### src/rtl/alu_pkg.sv
// Shared definitions for the ALU scheduler: opcodes, FSM states, requester count.
package alu_pkg;

  localparam int NUM_REQ = 2;

  typedef enum logic [2:0] {
    OP_ADD = 3'd0,
    OP_SUB = 3'd1,
    OP_AND = 3'd2,
    OP_OR  = 3'd3,
    OP_XOR = 3'd4,
    OP_EQ  = 3'd5,
    OP_MUL = 3'd6,
    OP_DIV = 3'd7
  } alu_op_t;

  typedef enum logic [1:0] {
    IDLE,
    ISSUE,
    CAPTURE,
    RESP
  } sched_state_t;

endpackage

### src/rtl/rr_arb2.sv
// Two-way round-robin arbiter; the pointer only moves when the caller reports a transfer.
module rr_arb2 (
  input  logic       clk,
  input  logic       arst,
  input  logic [1:0] request,
  input  logic       advance,
  output logic [1:0] grant
);

  // Index of the requester granted most recently; reset to 1 so requester 0 wins first contention.
  logic last;

  always_comb begin
    grant = 2'b00;
    case (request)
      2'b01:   grant = 2'b01;
      2'b10:   grant = 2'b10;
      2'b11:   grant = last ? 2'b01 : 2'b10;
      default: grant = 2'b00;
    endcase
  end

  always_ff @(posedge clk or negedge arst) begin
    if (!arst)        last <= 1'b1;
    else if (advance) last <= grant[1];
  end

endmodule

### src/rtl/alu_sched.sv
// Shares one external registered ALU between two requesters; one operation in flight at a time.
module alu_sched
  import alu_pkg::*;
#(
  parameter int WIDTH = 4
) (
  input  logic                     clk,
  input  logic                     arst,
  input  logic [NUM_REQ-1:0]       req_valid,
  output logic [NUM_REQ-1:0]       req_ready,
  input  logic [NUM_REQ*WIDTH-1:0] req_a,
  input  logic [NUM_REQ*WIDTH-1:0] req_b,
  input  logic [NUM_REQ*3-1:0]     req_op,
  output logic [WIDTH-1:0]         alu_a,
  output logic [WIDTH-1:0]         alu_b,
  output logic [2:0]               alu_select,
  output logic                     alu_enable,
  input  logic [2*WIDTH-1:0]       alu_out,
  output logic                     rsp_valid,
  input  logic                     rsp_ready,
  output logic                     rsp_id,
  output logic [2*WIDTH-1:0]       rsp_data,
  output logic                     rsp_err,
  output logic [15:0]              op_count
);

  sched_state_t     state;
  logic [1:0]       grant;
  logic             accept;
  logic             sel_id;
  logic [WIDTH-1:0] sel_a, sel_b;
  logic [2:0]       sel_op;
  logic             sel_div0;
  logic             id_q;
  logic [WIDTH-1:0] a_q, b_q;
  alu_op_t          op_q;

  rr_arb2 u_arb (
    .clk     (clk),
    .arst    (arst),
    .request (req_valid),
    .advance (accept),
    .grant   (grant)
  );

  // Ready is only offered from IDLE and is forced low while reset is held.
  assign req_ready = (state == IDLE && arst) ? grant : 2'b00;
  assign accept    = |(req_valid & req_ready);

  assign sel_id   = grant[1];
  assign sel_a    = sel_id ? req_a[2*WIDTH-1:WIDTH] : req_a[WIDTH-1:0];
  assign sel_b    = sel_id ? req_b[2*WIDTH-1:WIDTH] : req_b[WIDTH-1:0];
  assign sel_op   = sel_id ? req_op[5:3] : req_op[2:0];
  assign sel_div0 = (sel_op == OP_DIV) && (sel_b == '0);

  assign alu_a      = a_q;
  assign alu_b      = b_q;
  assign alu_select = op_q;
  assign rsp_id     = id_q;

  always_ff @(posedge clk or negedge arst) begin
    if (!arst) begin
      state      <= IDLE;
      id_q       <= 1'b0;
      a_q        <= '0;
      b_q        <= '0;
      op_q       <= OP_ADD;
      alu_enable <= 1'b0;
      rsp_valid  <= 1'b0;
      rsp_data   <= '0;
      rsp_err    <= 1'b0;
      op_count   <= '0;
    end else begin
      case (state)
        IDLE: if (accept) begin
          id_q <= sel_id;
          a_q  <= sel_a;
          b_q  <= sel_b;
          op_q <= alu_op_t'(sel_op);
          // Divide-by-zero never touches the ALU; answer straight away.
          if (sel_div0) begin
            state     <= RESP;
            rsp_valid <= 1'b1;
            rsp_data  <= '0;
            rsp_err   <= 1'b1;
          end else begin
            state      <= ISSUE;
            alu_enable <= 1'b1;
          end
        end
        ISSUE: begin
          alu_enable <= 1'b0;
          state      <= CAPTURE;
        end
        CAPTURE: begin
          rsp_data  <= alu_out;
          rsp_err   <= 1'b0;
          rsp_valid <= 1'b1;
          state     <= RESP;
        end
        RESP: if (rsp_ready) begin
          rsp_valid <= 1'b0;
          op_count  <= op_count + 16'd1;
          state     <= IDLE;
        end
        default: state <= IDLE;
      endcase
    end
  end

endmodule

### config.mk
export PLATFORM = sky130hd
export DESIGN_NAME = alu_sched
export DESIGN_NICKNAME = d
export VERILOG_FILES = /design/src/rtl/alu_pkg.sv /design/src/rtl/rr_arb2.sv /design/src/rtl/alu_sched.sv
export SDC_FILE = /design/constraint.sdc
export NUM_CORES = 1
export LEC_CHECK = 0
export CAP_MARGIN = 10
export CORE_ASPECT_RATIO = 1.75
export CORE_MARGIN = 4
export CORE_UTILIZATION = 44
export DETAILED_ROUTE_END_ITERATION = 10
export GPL_ROUTABILITY_DRIVEN = 1
export GPL_TIMING_DRIVEN = 1
export MAX_ROUTING_LAYER = met4
export PLACE_DENSITY = 0.84
export SYNTH_ARGS = -nofsm -noshare
export SYNTH_HDL_FRONTEND = slang
export SYNTH_SLANG_ARGS = --single-unit
export TNS_END_PERCENT = 20
### constraint.sdc
create_clock -name clk -period 1.9 [get_ports clk]
set_input_delay 0.38 -clock clk [delete_from_list [all_inputs] [get_ports clk]]
set_output_delay 0.38 -clock clk [all_outputs]
set_load 0.01 [all_outputs]
==> run metrics, run 1 <==
status completed; GP Congestion a little under 0.8; final-report hold violation count 0; Post-Route WL 4860 um; die width slightly below 60 um; Reg2Reg Depth 7; worst slew pin tran between 0.5 and 0.6 ns; num rows 32; largest family of logic cells by synthesized area simple AND/OR/NAND/NOR gates; synth unique cells 38; GRT Overall Usage 19.1%; Pwr Density around 1300 nW/um^2; ANT cells 0; Peak VDD IR 0.000916 V; Arr. time, crit path approximately 1.5 ns; critical setup path kind reg -> out; clock buffer depth 2; simple-gate share of the synthesized area between 15 and 20%; Synth Instances between 150 and 200; clock latency at the later pin of the worst-skew pair about 0.29 ns; FF+latch count, synth between 40 and 50; CTS tree built; synthesized cell area 2010 um^2; vias in the first global route approximately 1800; Setup Buffers After CTS 0; port buffer count 75; reg2reg end rsp_data[2]; met2 Resource Use GR 32.8%; Cells after DPL 325; Main synth FF type dfrtp_1; Initial Utilization 45.6%; HP Class in -> async; # clock sinks 42; skew final 0.00698 ns; maximum number of pins on one net before global-route repair between 40 and 50; Slew Viols, Final 0; R2R Setup Slk 0.19 ns; Root Buffer clkbuf_8; met3 usage about 3.2%; vias per cell approximately 5.3; Die ar. 5750 um^2; highest clock rate about 0.54 GHz; post-synthesis xor/xnor area fraction between 6 and 7%; Clock Pin Slew Worst Setup and Hold Paths 0.08 ns; hold buffers post-CTS 0; layout net count between 300 and 400; antenna violations before repair 0; sequential area share after synthesis between 50% and 60%; slew margin rel. between 60% and 70%; CP Max Fanout 4; Worst Path Required roughly 1.5 ns; RSZ-0062 raised after global routing true; Max Cap Viol 0; H-tree levels 2; Tcrit/Tclk final 97.2%; initial DRC count 65; Final Non-Filler Cells about 330; Area growth, synth to finish 52.0%; syn nets 226; Setup TNS Final 0 ns; Compound-Gate Fraction of Synth Area between 10% and 20%; Detailed Place HPWL ~3800 um; Final ANT Viol Nets 0; nature of the critical path endpoint primary output; post-synthesis mux area share between 1 and 1.5%; First-pass DRT Iterations 4; IO Pins 76; Overflow after GRT 0; DRC viols 0; Post-synth EDFFs 0; layout cell share with drive strength beyond 1 15.6%; wire per inst about 15 um; critical path launch point type flip-flop; first-pass GRT wire length 8420 um; GRT busiest layer met2; synth warn 0; DR vias about 1800; asr flop ratio synth 100%; worst r2r src state[1]; core area ~4400 um^2; Final min period ~1.8 ns; Final Setup Violations 0; met1 Track Usage GR about a fifth; Adder-Cell Fraction of Synth Area around 4.4%; Inserted Clock Buffers 5; Lkg Pwr about 1.4 nW; DIE HEIGHT about 97 um; Mean Syn Cell Area 10.9 um^2
[power breakdown]
part	internal, mW	total, mW	leakage [nW]	switching [mW]
logic	1.03	1.83	0.797	0.803
registers	1.20	1.40	0.523	0.204
clock network	0.387	0.682	0.0579	0.296
[layout by cell type (no fill, tap or decap), types with 6 or more instances in the layout]
cell type        Yosys  routed
clkdlybuf4s50_1      0      70
dfrtp_1             41      41
nand2_1             25      24
nor2_1              20      20
buf_4                0      20
xnor2_1             10      10
inv_1                9       8
a32o_1               8       8
a31oi_1              7       7
ha_1                 7       6
[logic make-up after synthesis]
family	count (synthesis)
mux	2
xor+xnor	15
flops	42
fa+ha+maj	7
simple gates	68
buf+inv	14
compound gates	36
[metrics by stage]
| stage | area, um^2 | worst slack [ns] | hold slack (ns) | utilization, % | power (mW) |
|---|---|---|---|---|---|
| floorplan | 2010 | 0.0652 | 0.0844 | - | 2.29 |
| detailed placement | 2940 | -0.394 | 0.465 | 66.7 | 3.26 |
| global route | 3050 | -0.0153 | 0.359 | 69.3 | 4.21 |
| finish | 3050 | 0.0523 | 0.307 | 69.3 | 3.92 |
| CTS | 3060 | 0.000159 | 0.328 | 69.4 | 3.96 |
| global placement | 2940 | -0.381 | 0.464 | 66.7 | 3.20 |
[state kept, by name, indices dropped and copies added (netlist names)]
signal / count
alu_a: 4
alu_enable: 1
u_arb.last: 1
rsp_id: 1
op_count: 16
rsp_valid: 1
alu_b: 4
state: 2
alu_select: 3
rsp_err: 1
rsp_data: 8
[final cells by class]
type                    count  area, um^2
clock inverters             3        40.0
well taps                  51        63.8
clock buffers               5        68.8
flip-flops and latches     42        1050
fillers                   353        1350
multi-input cells         128         906
repair buffers             95         890
inverters                   9        33.8
[synthesized netlist by cell type (all sizes together) (5+ instances only)]
cell type | n | share of area, %
a31oi | 7 | 2.2
a32o | 8 | 4.0
and3 | 5 | 1.8
dfrtp | 41 | 51
ha | 7 | 4.4
inv | 9 | 1.7
nand2 | 26 | 5.2
nand4 | 6 | 2.2
nor2 | 20 | 3.7
o21ai | 5 | 1.2
o22ai | 5 | 1.6
xnor2 | 10 | 4.4
xor2 | 5 | 2.2
[worst max path at each step]
stage,start,to,cells past startpoint
floorplan,state[1],req_ready[0],7
detailed placement,req_valid[1],req_ready[0],5
global route,state[1],req_ready[0],6
finish,state[1],req_ready[0],6
global placement,req_valid[1],req_ready[0],5
CTS,state[1],req_ready[1],6
[routing by layer]
metal	routed length [um]	vias up
li1	-	848
met1	1720	858
met2	2750	65
met3	276	9
met4	119	0
met5	0	-
[timing repair]
item                       CTS  global route
gates resized for setup      9             3
pin swaps                    0             1
gates cloned                 0             0
setup endpoints to repair    2             2
[critical path, stage by stage, from the launching register on]
cell and delay [ns]:
dfrtp_1 0.38, inv_1 0.08, ha_2 0.19, o211a_4 0.19
nand2_2 0.08, inv_1 0.05, clkdlybuf4s15_2 0.21
Power figures use the tool's default switching activity.
==> run 2: changes to the inputs <==
- GPL_TIMING_DRIVEN: 1 -> 0
- RECOVER_POWER: default -> 25
==> run 2 against run 1 <==
Worst hold slack got worse by 0.22 ns. Wire length rose by 4.4%. Sequential share of layout area fell by 0.36 points. Clock power fell by 13%. Largest cell class unchanged. Highest routed layer unchanged.
==> run metrics, run 2 (synthesized netlist as in run 1, its figures left out) <==
setup ws final 0.0242 ns (-0.0281 ns); skew final 0.0103 ns (+0.00331 ns); CTS tree built; maximum number of pins on one net before global-route repair 33 (-23%); layout net count 324 (+0.31%); Post-Route WL 5080 um (+4.4%); worst hold slack 0.0917 ns (-0.215 ns); critical path launch point type flip-flop; CP most frequent cell buf_6; First-pass DRT Iterations 6 (+2); Clock Pin Slew Worst Setup and Hold Paths 0.07 ns (about the same); Overflow after GRT 0 (unchanged); clock latency at the later pin of the worst-skew pair 0.29 ns (about the same); highest clock rate 0.533 GHz (-1.5%); Final min period 1.88 ns (+0.0281 ns); CP Max Fanout 4 (unchanged); num rows 32 (unchanged); Detailed Place HPWL 3820 um (-0.32%); most common cell after layout, fill and taps aside clkdlybuf4s50_1; GP Congestion 0.767 (-2.3%); ANT cells 0 (unchanged); slew margin rel. 6.81% (-59 points); status completed; Arr. time, crit path 1.50 ns (+0.03 ns); port buffer count 75 (unchanged); nature of the critical path endpoint primary output; vias per cell 5.39 (+0.88%); die width 59.1 um (unchanged); clock buffer depth 2 (unchanged); # clock sinks 42 (unchanged); wire per inst 15.2 um (+4.1%); slowest CP cell dfrtp_1; Peak VDD IR 0.00104 V (+13%); worst slew pin tran 1.40 ns (+0.878 ns); Pwr Density 1280 nW/um^2 (-0.37%); largest register by flop count op_count; Placement Setup Slack -0.736 ns (-0.342 ns); most frequent cells in the layout 70 x clkdlybuf4s50_1, 41 x dfrtp_1, 24 x nand2_1, 20 x nor2_1, 15 x buf_4; Inserted Clock Buffers 5 (unchanged); core area 4400 um^2 (unchanged); Tcrit/Tclk final 98.7% (+1.5 points); Die ar. 5750 um^2 (unchanged); Max Cap Viol 0 (unchanged); DRC viols 0 (unchanged); Final Setup Violations 0 (unchanged); post-layout util 70.1% (+0.74 points); final-report hold violation count 0 (unchanged); Final ANT Viol Nets 0 (unchanged); antenna violations before repair 0 (unchanged); CP Buf/Inv Count 5 (+2); Worst Path Required 1.52 ns (about the same); H-tree levels 2 (unchanged); IO Pins 76 (unchanged); vias in the first global route 1877 (+2.0%); DIE HEIGHT 97.4 um (unchanged); worst path cell trace inv_2 > ha_4 > buf_6 > o211a_4 > buf_6 > nand2_4 > inv_2 > buf_6; Lkg Pwr 1.38 nW (+0.20%); layout cell share with drive strength beyond 1 15.5% (-0.055 points); CP peak stage delay 0.39 ns (about the same); HP Class in -> async; DR vias 1801 (+1.2%); Area growth, synth to finish 53.6%; Tot Pwr 3.94 mW (+0.69%); GRT Overall Usage 19.7% (+0.63 points); max FFs per register 16 (unchanged); Top Registers op_count (16), rsp_data (8); initial DRC count 53 (-18%); filler instances 341 (-3.4%); Slew Viols, Final 0 (unchanged); first-pass GRT wire length 8490 um (+0.82%); Root Buffer clkbuf_8; critical setup path kind reg -> out; Initial Utilization 45.6% (unchanged); RSZ-0062 raised after global routing true; crit-path leading delay family buffers and inverters
[run 2: changes by cell type in the layout (fill, tap and decap cells not counted), sizes merged]
| cell | before | now |
|---|---|---|
| bufinv | 1 | 0 |
| clkbuf | 6 | 7 |
| clkdlybuf4s15 | 1 | 0 |
| clkinv | 2 | 1 |
| clkinvlp | 0 | 1 |
| dlygate4sd3 | 0 | 1 |
| dlymetal6s4s | 0 | 1 |
[run 2: path summary, 6_finish.rpt]
check	cells after the start	from	slack (ns)	endpoint
setup / recovery	8	state[1]	0.02	req_ready[0]
hold / removal	1	arst	0.09	u_arb.last
setup reg to reg	11	state[1]	0.11	alu_a[3]
hold reg to reg	1	op_count[15]	0.48	op_count[15]
max in group asynchronous	2	arst	0.39	state[1]
min in group clk	1	op_count[15]	0.48	op_count[15]
[run 2: area by class of cell]
| cell class | count | area (um^2) | area share, % |
|---|---|---|---|
| clock inverter | 2 | 12.5 | 0.405 |
| inverter | 9 | 33.8 | 1.09 |
| clock buffer | 6 | 82.6 | 2.68 |
| multi-input combinational | 128 | 930 | 30.1 |
| buffer | 5 | 45.0 | 1.46 |
| timing repair buffer | 91 | 867 | 28.1 |
| sequential | 42 | 1050 | 34.1 |
| tap | 51 | 63.8 | 2.07 |
[run 2: stage by stage]
| stage | instance area, um^2 | cells | setup TNS, ns |
|---|---|---|---|
| after floorplan | 2010 | 184 | 0 |
| after global placement | 2820 | 310 | -71.14 |
| after detailed placement | 2840 | 311 | -4.42 |
| after CTS | 3050 | 330 | -0.0147 |
| after global routing | 3090 | 334 | -0.145 |
| final | 3090 | 334 | 0 |
[run 2: routing by layer]
layer | wire (um) | GRT usage [%] | part of all wire (%)
met1 | 1850 | 20.4 | 36
met2 | 2850 | 35.3 | 56
met3 | 274 | 4.52 | 5.4
met4 | 97 | 6.46 | 1.9
met5 | 0 | - | 0
[run 2: repair_timing]
action | in CTS | in global routing
endpoints found under the setup margin | 18 | 2
gates cloned | 0 | 0
resized for setup | 19 | 7
endpoints found under the hold margin | 9 | 0
buffers inserted | 10 | 4
pin swaps | 0 | 1
hold buffers | 1 | 0
[run 2: worst reg2reg max path, cell delays in order, from the launching register on]
cell,delay [ns]
dfrtp_1,0.37
inv_2,0.06
ha_4,0.15
buf_6,0.11
o211a_4,0.16
buf_6,0.13
buf_4,0.12
buf_4,0.12
buf_4,0.15
buf_4,0.17
nor2_1,0.10
nor2_1,0.05
[run 2: where the power goes]
group | leakage [nW] | total [mW] | internal [mW] | switching (mW)
clock network | 0.0472 | 0.593 | 0.292 | 0.301
logic | 0.811 | 1.95 | 1.09 | 0.862
registers | 0.523 | 1.40 | 1.20 | 0.204
